===== config.mk =====
export PLATFORM = sky130hd
export DESIGN_NAME = ama_riscv_perf_trace
export DESIGN_NICKNAME = d
export VERILOG_FILES = /design/src/rtl/ama_riscv_perf_trace.sv
export SDC_FILE = /design/constraint.sdc
export NUM_CORES = 2
export LEC_CHECK = 0
export ABC_CLOCK_PERIOD_IN_PS = 28200
export BUFFER_PORTS_ARGS = -buffer_cell sky130_fd_sc_hd__buf_2
export CORE_MARGIN = 2
export CORE_UTILIZATION = 34
export DETAILED_ROUTE_END_ITERATION = 10
export GPL_TIMING_DRIVEN = 0
export PLACE_DENSITY = 0.55
export SYNTH_ARGS = -nofsm -noshare
export SYNTH_HDL_FRONTEND = slang
export SYNTH_SLANG_ARGS = --single-unit

===== constraint.sdc =====
create_clock -name clk -period 28.2 [get_ports clk]
set_input_delay 5.64 -clock clk [delete_from_list [all_inputs] [get_ports clk]]
set_output_delay 5.64 -clock clk [all_outputs]
set_load 0.05 [all_outputs]

===== src/rtl/ama_riscv_perf_trace.sv =====
// Perf/trace monitor: retire-aligned event counters with snapshot, plus a
// retired-instruction trace FIFO under a start/stop/freeze capture FSM.
module ama_riscv_perf_trace #(
    parameter int NUM_EVT      = 8,
    parameter int CNT_W        = 32,
    parameter int SAT          = 0,
    parameter int DEPTH        = 16,
    parameter int STOP_ON_FULL = 0
) (
    input  logic                       clk,
    input  logic                       rst,
    input  logic [NUM_EVT-1:0]         evt_in,
    input  logic [NUM_EVT-1:0]         evt_en,
    input  logic                       cnt_clr,
    input  logic                       cnt_snap,
    output logic [NUM_EVT*CNT_W-1:0]   snap_cnt,
    output logic [NUM_EVT-1:0]         cnt_ovf,
    input  logic                       tr_start,
    input  logic                       tr_stop,
    input  logic                       tr_flush,
    input  logic                       tr_valid,
    input  logic [31:0]                tr_pc,
    input  logic [31:0]                tr_inst,
    input  logic [31:0]                tr_dmem_addr,
    input  logic [3:0]                 tr_dmem_size,
    output logic                       tr_out_valid,
    input  logic                       tr_out_ready,
    output logic [99:0]                tr_out_data,
    output logic [$clog2(DEPTH):0]     tr_level,
    output logic [15:0]                tr_drop_cnt,
    output logic [1:0]                 tr_state
);

    localparam int AW = $clog2(DEPTH);
    localparam logic [AW:0] FULL_LVL = (AW+1)'(DEPTH);

    typedef enum logic [1:0] {
        ST_IDLE   = 2'd0,
        ST_RUN    = 2'd1,
        ST_FROZEN = 2'd2
    } state_t;

    state_t state, state_nxt;

    logic [CNT_W-1:0] cnt [NUM_EVT];

    logic [99:0]   mem [DEPTH];
    logic [AW-1:0] wr_ptr, rd_ptr;
    logic [AW:0]   level, level_nxt;
    logic          full, empty, push, pop, drop;

    // Snapshot samples the pre-update counters, so a same-cycle clear or
    // increment never leaks into the captured values.
    always_ff @(posedge clk) begin
        if (rst) begin
            for (int i = 0; i < NUM_EVT; i++) begin
                cnt[i] <= '0;
            end
            cnt_ovf  <= '0;
            snap_cnt <= '0;
        end else begin
            for (int i = 0; i < NUM_EVT; i++) begin
                if (cnt_snap) begin
                    snap_cnt[i*CNT_W +: CNT_W] <= cnt[i];
                end
                if (cnt_clr) begin
                    cnt[i]     <= '0;
                    cnt_ovf[i] <= 1'b0;
                end else if (evt_in[i] && evt_en[i]) begin
                    if (&cnt[i]) begin
                        cnt_ovf[i] <= 1'b1;
                        if (SAT == 0) begin
                            cnt[i] <= '0;
                        end
                    end else begin
                        cnt[i] <= cnt[i] + CNT_W'(1);
                    end
                end
            end
        end
    end

    assign empty        = (level == '0);
    assign full         = (level == FULL_LVL);
    assign tr_out_valid = !empty;
    assign tr_out_data  = empty ? '0 : mem[rd_ptr];
    assign tr_level     = level;
    assign tr_state     = state;

    assign pop  = tr_out_valid && tr_out_ready;
    assign push = tr_valid && (state == ST_RUN) && (!full || pop) && !tr_flush;
    assign drop = tr_valid && (state == ST_RUN) && full && !pop && !tr_flush
                  && (STOP_ON_FULL == 0);

    always_comb begin
        level_nxt = level;
        if (tr_flush) begin
            level_nxt = '0;
        end else if (push && !pop) begin
            level_nxt = level + (AW+1)'(1);
        end else if (pop && !push) begin
            level_nxt = level - (AW+1)'(1);
        end
    end

    // Storage has no reset: empty-gating on the read side hides stale entries.
    always_ff @(posedge clk) begin
        if (push) begin
            mem[wr_ptr] <= {tr_dmem_size, tr_dmem_addr, tr_inst, tr_pc};
        end
    end

    always_ff @(posedge clk) begin
        if (rst || tr_flush) begin
            wr_ptr      <= '0;
            rd_ptr      <= '0;
            level       <= '0;
            tr_drop_cnt <= '0;
        end else begin
            level <= level_nxt;
            if (push) begin
                wr_ptr <= wr_ptr + AW'(1);
            end
            if (pop) begin
                rd_ptr <= rd_ptr + AW'(1);
            end
            if (drop && (tr_drop_cnt != 16'hFFFF)) begin
                tr_drop_cnt <= tr_drop_cnt + 16'd1;
            end
        end
    end

    always_ff @(posedge clk) begin
        if (rst) begin
            state <= ST_IDLE;
        end else begin
            state <= state_nxt;
        end
    end

    // Stop always beats start; freezing looks at the occupancy after this cycle's push/pop.
    always_comb begin
        state_nxt = state;
        case (state)
            ST_IDLE: begin
                if (!tr_stop && tr_start) begin
                    state_nxt = ST_RUN;
                end
            end
            ST_RUN: begin
                if (tr_stop) begin
                    state_nxt = ST_IDLE;
                end else if ((STOP_ON_FULL != 0) && (level_nxt == FULL_LVL)) begin
                    state_nxt = ST_FROZEN;
                end
            end
            ST_FROZEN: begin
                if (tr_stop) begin
                    state_nxt = ST_IDLE;
                end else if (tr_start) begin
                    state_nxt = ST_RUN;
                end
            end
            default: state_nxt = ST_IDLE;
        endcase
    end

endmodule


==> summary.txt <==
Yosys warning total: 0
TritonCTS clock tree: yes
final setup vio count: 0
min cycle time layout: 10.21 ns
cts-stage hold buffer count: 0
post-synthesis compound-gate area fraction: 0.00603
worst r2r src: tr_state[0]
htree depth: 4
post-synthesis sequential area ratio: 0.725
post-DR vias/cell: 5.06
placed cell area: 94,100 um2
via count: 46,100
Nets: 5,709
Worst Setup End Kind: output pin
Rel. slew slack: 0.0839
GRT Total Usage: 0.183
total core area: 249,000 um2
XOR/XNOR Fraction of Synth Area: 0.0252
Post-Synth Simple-Gate Area: 0.0656
WS Path Type: register to output pin
Die Span Y: 504 um
ys flop type: edfxtp_1
finished layout cell area: 102,000 um2
critical-path maximum fanout: 10
most frequent cells in the layout: edfxtp_1, nor2_1, buf_2, mux4_2, dfxtp_1
slowest CP cell: clkbuf_1
Synth Area per Inst: 18.1 um2
crit-path max cell delay: 0.97 ns
GPL Wtd Cong: 0.814
initial antenna violation count: 57
Synth cell types: 56
Final Hold Fails: 0
DRT iter0 DRCs: 3,913
register area: 61,700 um2
Max-cap violations: 0
Peak supply drop: 58.2 uV
RSZ-0062 raised after global routing: no
Multi-input gate area: 22,500 um2
crit-path cells: clkbuf_1 -> clkbuf_1 -> buf_2 -> mux4_2 -> mux4_2 -> and2_1 -> buf_2
Startpoint Class: register
IO Pins: 513
Root Driver: clkbuf_16
count of state elements after synthesis: 2,154
chip width: 504 um
largest net degree at the start of global routing: 33
clk sinks: 2,154
worst clock skew: 0.0857 ns
syn_nets: 4,839
hold crit path type: register to register
largest family of logic cells by synthesized area: multiplexers
cell count after synthesis: 4,695
post-route ant nets: 0
WL final: 237,000 um
die area: 254,000 um2
hold path startpoint: cnt_ovf[6]
setup ws final: 17.99 ns
# fillers: 22,500
detailed-route DRC error count: 0
Static Leak: 33.9 nW
input/output buffers: 509
multiplexer share of the synthesized area: 0.163
Pre-antenna DRT Iters: 7
fmax: 98.0 MHz
Slew Limit Fails: 0
fin util: 0.408
cell area after synthesis: 85,100 um2
sum of negative setup slack: 0 ns
clock-pin slew on the worst setup and hold paths: 0.06 ns
Post-synth ARST share: 0
first-pass GRT wire length: 337,000 um
period utilization: 0.362
initial core utilization: 0.342
gr ovfl total: 0
Place WS: 18.00 ns
status: completed
Slew @ Worst Pin: 1.37 ns
Post-CTS Setup Repair Bufs: 0
fraction of layout cells with a size suffix above 1: 0.275
most common cell after layout, fill and taps aside: edfxtp_1
area grow syn2layout: 19.4%
num rows: 183
Post-synth EDFFs: 1,856
vias in the first global route: 46,000
post-detail-place hpwl: 160,000 um
Arr. time, crit path: 4.57 ns
pwr/cell area: 67.7 nW/um2
Inst Count DP: 8,667
wire per inst: 26.1 um
post-cts resize count: 0
WP data required: 22.56 ns
Max Root-Sink Buffers: 3
synthesized-area fraction occupied by adder cells: 0.00288
final std cells w/o fill: 9,103
Clk Latency, worst-skew pair: 0.88 ns
total CTS buffers: 226
[metal layers]
metal,global-route usage,wire length [um],up-vias
li1,-,-,20200
met2,0.303,115000,1485
met4,0.0534,7000,44
met5,0,295,-
met3,0.0534,19400,384
met1,0.231,95400,24000
[flip-flops by register name, indices dropped and copies added (netlist names), named ones only]
register	cells
mem	1600
tr_level	5
cnt_ovf	8
rd_ptr	4
tr_state	1
tr_drop_cnt	16
snap_cnt	256
cnt	256
wr_ptr	4
[report_power, final]
part           total (W)  switching (W)  internal (W)
Combinational   0.000390       0.000280      0.000110
Clock            0.00296        0.00128       0.00168
Sequential       0.00353      0.0000358       0.00349
[synthesized netlist by cell type (2+ instances only)]
cell type | number | area [um2]
a211oi_1 | 3 | 22.5
nor3_1 | 41 | 205
or2_2 | 8 | 50.1
nor2_1 | 590 | 2210
nand3_1 | 111 | 556
xor2_1 | 142 | 1240
xnor2_1 | 103 | 902
buf_1 | 30 | 113
o21a_1 | 6 | 45.0
nor4_1 | 14 | 87.6
o31ai_1 | 4 | 30.0
o21bai_2 | 2 | 22.5
nand4_1 | 78 | 488
or3_1 | 14 | 87.6
nor4_4 | 3 | 63.8
o211ai_1 | 2 | 15.0
mux2i_1 | 259 | 2590
clkbuf_1 | 140 | 526
nand2b_1 | 5 | 31.3
buf_2 | 52 | 260
a31oi_1 | 4 | 25.0
ha_1 | 18 | 225
nor4_2 | 6 | 75.1
and2_1 | 112 | 701
buf_4 | 6 | 45.0
dfxtp_1 | 298 | 5970
inv_1 | 40 | 150
and4_1 | 30 | 263
mux4_2 | 500 | 11300
o2111ai_1 | 3 | 26.3
o21ai_0 | 14 | 70.1
a21oi_1 | 23 | 115
or4_1 | 4 | 30.0
and3_1 | 29 | 181
nand2_1 | 122 | 458
edfxtp_1 | 1856 | 55700
nor2b_1 | 2 | 12.5
o21bai_1 | 3 | 22.5
[path summary, 6_finish.rpt]
kind,end,slack [ns],depth (start not counted)
setup / recovery,tr_out_data[49],17.99,7
hold / removal,cnt_ovf[6],0.46,2
setup reg to reg,mem[2][58],24.09,11
hold reg to reg,cnt_ovf[6],0.46,2
[worst max-delay path, delay by kind of cell, from the launching register on]
kind                   cells  cell delay, ns
multiplexers               2            1.19
flip-flops                 1            0.37
buffers and inverters      4            1.95
AND/OR/NAND/NOR            1            0.22
[final cells by class]
type | instances | share of cell area
tap | 3330 | 0.0410
sequential | 2154 | 0.607
buffer | 228 | 0.00940
inverter | 40 | 0.00148
timing repair buffer | 642 | 0.0463
clock inverter | 135 | 0.0132
clock buffer | 289 | 0.0600
multi-input combinational | 2273 | 0.221
antenna | 12 | 0.000296
[logic make-up (layout without fill, tap and decap cells)]
group / count (synthesis) / count (layout)
AOI/OAI and AO/OA: 72 / 72
xor gates and xnor gates: 245 / 245
adders and majority gates: 19 / 19
buffers and inverters: 268 / 1334
DFF: 2154 / 2154
muxes: 759 / 759
other: 1 / 13
and+or+nand+nor: 1177 / 1177
[through the flow]
step           hold slack [ns]  power (W)
6_report                 0.458    0.00688
3_3_place_gp             0.445    0.00398
2_1_floorplan            0.459    0.00383
4_1_cts                  0.463    0.00696
3_5_place_dp             0.448    0.00399
5_1_grt                  0.482    0.00710
(Power assumes the default switching activity.)
